==> config.mk <==
export PLATFORM = sky130hd
export DESIGN_NAME = uart_tx_buffered_flat
export DESIGN_NICKNAME = d
export VERILOG_FILES = /design/src/rtl/uart_tx_buffered_if.sv /design/src/rtl/uart_tx_buffered.sv /design/src/flat_wrapper.sv
export SDC_FILE = /design/constraint.sdc
export NUM_CORES = 1
export LEC_CHECK = 0
export ABC_AREA = 1
export CAP_MARGIN = 10
export CORE_MARGIN = 5
export CORE_UTILIZATION = 60
export CTS_BUF_LIST = sky130_fd_sc_hd__clkbuf_4
export DETAILED_ROUTE_END_ITERATION = 8
export PLACE_DENSITY = 0.81
export SYNTH_ARGS = -nofsm -noshare
export SYNTH_HDL_FRONTEND = slang
export SYNTH_SLANG_ARGS = --single-unit
==> constraint.sdc <==
create_clock -name clk -period 2.7 [get_ports clk]
set_input_delay 0.27 -clock clk [delete_from_list [all_inputs] [get_ports clk]]
set_output_delay 0.27 -clock clk [all_outputs]
set_load 0.01 [all_outputs]
==> src/rtl/uart_tx_buffered_if.sv <==
// Write-side and status bundle of the buffered UART transmitter.
interface uart_tx_buffered_if #(
  parameter int FIFO_DEPTH = 16
);
  localparam int LVL_W = $clog2(FIFO_DEPTH) + 1;

  logic             wr_en;
  logic [7:0]       wr_data;
  logic             full;
  logic             empty;
  logic [LVL_W-1:0] level;
  logic             overflow;
  logic             busy;
  logic             tx_pin;

  modport master (
    output wr_en, wr_data,
    input  full, empty, level, overflow, busy, tx_pin
  );

  modport slave (
    input  wr_en, wr_data,
    output full, empty, level, overflow, busy, tx_pin
  );
endinterface

==> src/rtl/uart_tx_buffered.sv <==
// Buffered UART transmitter: byte FIFO feeding a start/data/parity/stop serialiser.
module uart_tx_buffered #(
  parameter int CLOCK      = 12000000,
  parameter int BAUDRATE   = 9600,
  parameter int FIFO_DEPTH = 16,
  parameter int PARITY     = 0,
  parameter int STOP_BITS  = 1
) (
  input  logic              clk,
  input  logic              rst,
  uart_tx_buffered_if.slave bus
);
  localparam int BIT_TICKS = CLOCK / BAUDRATE;
  localparam int CNT_W     = $clog2(BIT_TICKS);
  localparam int PTR_W     = $clog2(FIFO_DEPTH);
  localparam int LVL_W     = PTR_W + 1;

  typedef enum logic [2:0] {
    S_IDLE,
    S_START,
    S_DATA,
    S_PARITY,
    S_STOP
  } state_e;

  logic [7:0]       mem_q [FIFO_DEPTH];
  logic [PTR_W-1:0] wr_ptr_q;
  logic [PTR_W-1:0] rd_ptr_q;
  logic [LVL_W-1:0] count_q;
  logic [LVL_W-1:0] count_d;
  logic             overflow_q;

  state_e           state_q;
  logic [CNT_W-1:0] cnt_q;
  logic [2:0]       idx_q;
  logic [7:0]       shift_q;
  logic             par_q;
  logic             tx_q;

  logic             full;
  logic             empty;
  logic             push;
  logic             pop;
  logic             bit_end;
  logic             frame_end;
  logic [7:0]       head;
  logic             head_par;

  assign full      = (count_q == LVL_W'(FIFO_DEPTH));
  assign empty     = (count_q == '0);
  assign push      = bus.wr_en && !full;
  assign bit_end   = (cnt_q == CNT_W'(BIT_TICKS - 1));
  assign frame_end = (state_q == S_STOP) && bit_end &&
                     ((STOP_BITS == 1) || (idx_q == 3'd1));
  // Pop only from a non-empty FIFO, so a byte written this cycle cannot leave this cycle.
  assign pop       = !empty && ((state_q == S_IDLE) || frame_end);
  assign head      = mem_q[rd_ptr_q];
  assign head_par  = (PARITY == 2) ? ~^head : ^head;

  assign bus.full     = full;
  assign bus.empty    = empty;
  assign bus.level    = count_q;
  assign bus.overflow = overflow_q;
  assign bus.busy     = (state_q != S_IDLE);
  assign bus.tx_pin   = tx_q;

  always_comb begin
    count_d = count_q;
    if (push && !pop) begin
      count_d = count_q + LVL_W'(1);
    end else if (!push && pop) begin
      count_d = count_q - LVL_W'(1);
    end
  end

  always_ff @(posedge clk) begin
    if (rst) begin
      wr_ptr_q   <= '0;
      rd_ptr_q   <= '0;
      count_q    <= '0;
      overflow_q <= 1'b0;
    end else begin
      if (push) wr_ptr_q <= wr_ptr_q + PTR_W'(1);
      if (pop)  rd_ptr_q <= rd_ptr_q + PTR_W'(1);
      count_q <= count_d;
      if (bus.wr_en && full) overflow_q <= 1'b1;
    end
  end

  always_ff @(posedge clk) begin
    if (push) mem_q[wr_ptr_q] <= bus.wr_data;
  end

  // tx_q follows the current state's line level, so the line trails the state by one clock.
  always_ff @(posedge clk) begin
    if (rst) begin
      state_q <= S_IDLE;
      cnt_q   <= '0;
      idx_q   <= '0;
      shift_q <= '0;
      par_q   <= 1'b0;
      tx_q    <= 1'b1;
    end else begin
      cnt_q <= bit_end ? '0 : cnt_q + CNT_W'(1);
      unique case (state_q)
        S_IDLE: begin
          tx_q  <= 1'b1;
          cnt_q <= '0;
          if (pop) begin
            shift_q <= head;
            par_q   <= head_par;
            idx_q   <= '0;
            state_q <= S_START;
          end
        end
        S_START: begin
          tx_q <= 1'b0;
          if (bit_end) state_q <= S_DATA;
        end
        S_DATA: begin
          tx_q <= shift_q[0];
          if (bit_end) begin
            shift_q <= shift_q >> 1;
            if (idx_q == 3'd7) begin
              idx_q   <= '0;
              state_q <= (PARITY != 0) ? S_PARITY : S_STOP;
            end else begin
              idx_q <= idx_q + 3'd1;
            end
          end
        end
        S_PARITY: begin
          tx_q <= par_q;
          if (bit_end) state_q <= S_STOP;
        end
        S_STOP: begin
          tx_q <= 1'b1;
          if (frame_end) begin
            if (pop) begin
              shift_q <= head;
              par_q   <= head_par;
              idx_q   <= '0;
              state_q <= S_START;
            end else begin
              state_q <= S_IDLE;
            end
          end else if (bit_end) begin
            idx_q <= idx_q + 3'd1;
          end
        end
        default: state_q <= S_IDLE;
      endcase
    end
  end
endmodule

==> src/flat_wrapper.sv <==
// flat-port wrapper written by rule: the top's interface ports become plain ports
module uart_tx_buffered_flat 
#(
  parameter int CLOCK      = 12000000,
  parameter int BAUDRATE   = 9600,
  parameter int FIFO_DEPTH = 16,
  parameter int PARITY     = 0,
  parameter int STOP_BITS  = 1
)
  (clk, rst, bus_wr_en, bus_wr_data, bus_full, bus_empty, bus_level, bus_overflow, bus_busy, bus_tx_pin);
  uart_tx_buffered_if #(.FIFO_DEPTH(FIFO_DEPTH)) bus_i ();
  input  logic clk;
  input  logic rst;
  input wire logic [$bits(bus_i.wr_en)-1:0] bus_wr_en;
  input wire logic [$bits(bus_i.wr_data)-1:0] bus_wr_data;
  output wire logic [$bits(bus_i.full)-1:0] bus_full;
  output wire logic [$bits(bus_i.empty)-1:0] bus_empty;
  output wire logic [$bits(bus_i.level)-1:0] bus_level;
  output wire logic [$bits(bus_i.overflow)-1:0] bus_overflow;
  output wire logic [$bits(bus_i.busy)-1:0] bus_busy;
  output wire logic [$bits(bus_i.tx_pin)-1:0] bus_tx_pin;
  assign bus_i.wr_en = bus_wr_en;
  assign bus_i.wr_data = bus_wr_data;
  assign bus_full = bus_i.full;
  assign bus_empty = bus_i.empty;
  assign bus_level = bus_i.level;
  assign bus_overflow = bus_i.overflow;
  assign bus_busy = bus_i.busy;
  assign bus_tx_pin = bus_i.tx_pin;
  uart_tx_buffered #(.CLOCK(CLOCK), .BAUDRATE(BAUDRATE), .FIFO_DEPTH(FIFO_DEPTH), .PARITY(PARITY), .STOP_BITS(STOP_BITS)) u_core (.clk(clk), .rst(rst), .bus(bus_i));
endmodule
==> results.md <==
- The share of the yosys chip area belonging to registers is 0.607.
- The number of antenna violations at the first check in global routing was 1.
- The CTS tree is built.
- The largest stage delay on the critical path is 0.37 ns.
- After clock tree synthesis, the clock-pin slew on the worst setup and hold paths is between 0.1 and 0.15 ns.
- The final clock skew is 0.0229 ns.
- The path category of the worst min-delay check is input port to flop.
- The signed area change from the synthesized netlist to the final layout is 10.7%.
- The largest area contributor in the synthesized netlist is sky130_fd_sc_hd__edfxtp_1.
- Summing over every cut layer, the via total after detailed routing is 5765.
- The transition time of the tightest slew-check pin is 0.707 ns.
- Clock tree synthesis found a total of 173 sinks.
- The count of pins over their slew limit is 0.
- Clock tree synthesis inserted a total of 17 buffers.
- On the final layout, the worst hold slack is between 0.3 and 0.4 ns.
- The fraction of final layout cells sized beyond drive strength 1 is 0.115.
- The count of pins on the block boundary is 21.
- The synthesized netlist occupies a cell area of 7820 um2.
- The static power due to leakage is 3.58 nW.
- The detailed-route wire length is 16600 um.
- Once placement completed, the tool counted placed cells totaling 1036.
- The Yosys step of the flow raised 0 warnings.
- The core region area is about 13000 um2.
- At the worst endpoint, the required time is 3.14 ns.
- On the critical path, the stage with the largest delay is an instance of sky130_fd_sc_hd__dfxtp_2.
- A synthesized cell averages 9.26 um2.
- For this run, design rule violations remaining after detail routing come to 0.
- The starting density of the core is 0.615.
- The run finished with clean final reports.
- The library cells used most frequently in the layout, excluding fill and tap cells, are 282 x sky130_fd_sc_hd__nand2_1, 128 x sky130_fd_sc_hd__edfxtp_1, 98 x sky130_fd_sc_hd__inv_1.
- The width of the die is approximately 120 um.
- In the global route stage, overall resource usage came out at 0.230.
- The final count of hold timing violations is 0.
- The number of global-route vias before repair is between 5000 and 6000.
- The height of the chip is 124 um.
- Excluding fillers, the count of instances in the completed layout stands at 1076.
- The instance count of the mapped netlist is 845.
- The headroom to the max-slew limit is 0.528.
- The worst-case clock buffer depth is 2.
- The endpoint kind of the worst setup timing path is a flop.
- The critical path startpoint category is a flop.
- The number of placement rows is 41.
- By area the synthesized netlist is led by sky130_fd_sc_hd__edfxtp_1 49%, sky130_fd_sc_hd__nand2_1 14%, sky130_fd_sc_hd__dfxtp_1 12%.
- The final weighted congestion of routability-driven global placement is 0.846.
- Across all setup checks in the final design, the least slack found is approximately 0.13 ns.
- The area of the die is 15400 um2.
- The quantity of hold-fixing buffers added after cts is 0.
- The maximum fanout count along the critical path is 3.
- The largest net degree at the start of global routing is 65.
- The net total in the final layout is 915.
- The utilization of the core after routing is 0.680.
- For the finished layout, the period the worst path requires is ~2.6 ns.
- The number of vias per cell after detailed routing is 5.36.
- In this run, synthesis produced a sequential element count of 173.
- The areal power density over the cells is 935 nW/um2.
- The pre-CTS worst setup slack is approximately 0.027 ns.
- The estimated wirelength of the detail-placed design is 10300 um.
- In this run the number of H-tree levels came out at 4.
- The critical path goes through nand2_2 -> nor3_2 -> nand2_1 -> nor2_4 -> inv_2 -> a21oi_4 -> inv_4 -> ha_4 -> inv_4 -> ha_4 -> nand2_2 -> nor2_1 -> a211oi_2 -> nand2_1 -> nand2_2 -> nor2_1 -> nor2_1 -> nor3_1.
- After layout, the design draws a total of 8.09 mW.
- The number of input and output port buffers inserted is 20.
- The library cell used most frequently in the layout, excluding fill and tap cells, is sky130_fd_sc_hd__nand2_1.
- The post-synthesis cell type count is 34.
- The clock insertion delay at the later pin of the skew report is 0.57 ns.
- The first-pass GRT wire length is between 20000 and 30000 um.
- The number of nets handed over by synthesis was between 800 and 900.
- The detailed router's first-iteration violation count is 598.
- The first detailed-routing pass took 5 iterations.
- Of the post-synthesis cell area, the dominant cell type holds 0.491.
- The leftover overflow at the end of global routing is 0.
- The maximum vdd ir drop is 0.000922 V.
- After detailed routing, the average wire length per cell comes to 15.5 um.
- The tree is rooted in a sky130_fd_sc_hd__clkbuf_4.
- Setup violations remaining at the end of the flow were counted as 0.
- By startpoint and endpoint, the worst setup path is classified as flop to flop.
- The fmax is 0.389 GHz.
- The fraction of the cycle the final worst path needs is 0.952.
- The count of max-cap constraint violations is 0.
- STA puts the critical path data arrival time at between 3 and 4 ns.
- The count of antenna-violating nets left after detailed routing is 0.
where the power goes:
group          total, mW  switching [mW]  internal, mW
sequential          3.22           0.151          3.07
clock               1.31           0.905         0.401
combinational       3.56            2.27          1.28
total               8.09            3.33          4.76
worst paths after layout:
| check | end | depth (start not counted) | start | slack, ns |
|---|---|---|---|---|
| worst max-delay path | u_core.bus.level[4] | 18 | u_core.cnt_q[7] | 0.13 |
| worst min-delay path | u_core.bus.overflow | 3 | bus_wr_en | 0.34 |
| worst max register to register | u_core.bus.level[4] | 18 | u_core.cnt_q[7] | 0.13 |
| worst min register to register | u_core.shift_q[6] | 2 | u_core.shift_q[6] | 0.48 |
worst max-delay path, delay by kind of cell, from the launching register on:
| family | cells | cell delay, ns |
|---|---|---|
| flip-flops | 1 | 0.37 |
| adder cells (fa/ha/maj) | 2 | 0.40 |
| AO/OA/AOI/OAI | 2 | 0.47 |
| AND/OR/NAND/NOR | 11 | 1.01 |
| buffers and inverters | 3 | 0.21 |
final cells by class:
type	instances	area (um2)
timing repair buffer	54	480
antenna	1	2.50
clock inverter	12	91.3
multi-input combinational	531	2540
sequential	173	4750
fill	996	4070
tap	172	215
inverter	113	429
clock buffer	20	150
routing by layer:
layer | vias to the layer above | routed length [um] | share of wire | global-route usage
li1 | 2844 | - | - | -
met4 | 0 | 370 | 0.022 | 0.0732
met3 | 29 | 1240 | 0.075 | 0.0531
met1 | 2674 | 7030 | 0.42 | 0.306
met5 | - | 0 | 0 | 0
met2 | 218 | 7990 | 0.48 | 0.376
flip-flops by register name, indices dropped and copies added, names as in the netlist, named ones only:
signal	count
u_core.rd_ptr_q	4
u_core.bus.overflow	1
u_core.shift_q	8
u_core.mem_q	128
u_core.bus.level	5
u_core.idx_q	3
u_core.par_q	1
u_core.state_q	3
u_core.wr_ptr_q	4
u_core.bus.tx_pin	1
u_core.cnt_q	11
cell usage after synthesis:
library cell	instances
sky130_fd_sc_hd__nand2_1	285
sky130_fd_sc_hd__edfxtp_1	128
sky130_fd_sc_hd__inv_1	99
sky130_fd_sc_hd__nand3_1	85
sky130_fd_sc_hd__nor2_1	56
sky130_fd_sc_hd__dfxtp_1	45
sky130_fd_sc_hd__a21oi_1	26
sky130_fd_sc_hd__ha_1	13
sky130_fd_sc_hd__inv_2	13
sky130_fd_sc_hd__buf_2	12
sky130_fd_sc_hd__nor3_1	9
sky130_fd_sc_hd__a211oi_1	8
sky130_fd_sc_hd__o211ai_1	8
sky130_fd_sc_hd__buf_6	7
sky130_fd_sc_hd__clkbuf_1	7
sky130_fd_sc_hd__nor3b_1	5
sky130_fd_sc_hd__o21ai_0	5
sky130_fd_sc_hd__nand2_2	4
sky130_fd_sc_hd__nor4_1	4
sky130_fd_sc_hd__o21ai_1	4
sky130_fd_sc_hd__xnor2_1	3
sky130_fd_sc_hd__buf_4	2
sky130_fd_sc_hd__nand4_1	2
sky130_fd_sc_hd__nor2_2	2
sky130_fd_sc_hd__nor3_2	2
sky130_fd_sc_hd__o21a_1	2
sky130_fd_sc_hd__o21bai_1	2
sky130_fd_sc_hd__a21oi_4	1
sky130_fd_sc_hd__fa_1	1
sky130_fd_sc_hd__inv_4	1
sky130_fd_sc_hd__nand2_4	1
sky130_fd_sc_hd__nand3b_1	1
sky130_fd_sc_hd__nor2_4	1
sky130_fd_sc_hd__o31ai_1	1
what timing repair did:
item / in CTS / in global routing
endpoints found under the hold margin: 0 / 0
pin swaps: 0 / 8
buffers inserted: 0 / 7
gates resized for setup: 1 / 15
endpoints found under the setup margin: 1 / 2
cell families (layout without fill, tap and decap cells):
| family | Yosys count | after routing | share of synthesized area |
|---|---|---|---|
| compound gates | 57 | 57 | 0.0446 |
| xor+xnor | 3 | 3 | 0.00336 |
| fa+ha+maj | 14 | 14 | 0.0234 |
| buf+inv | 141 | 199 | 0.0776 |
| flops | 173 | 173 | 0.607 |
| other cells | 0 | 1 | 0 |
| simple gates | 457 | 457 | 0.245 |
through the flow:
step | TNS, ns | area (um2)
2_1_floorplan | 0 | 7820
3_3_place_gp | 0 | 8290
3_5_place_dp | 0 | 8290
4_1_cts | 0 | 8530
5_1_grt | -0.0462 | 8660
6_report | 0 | 8660
No activity file was read; power rests on OpenSTA's default activity.
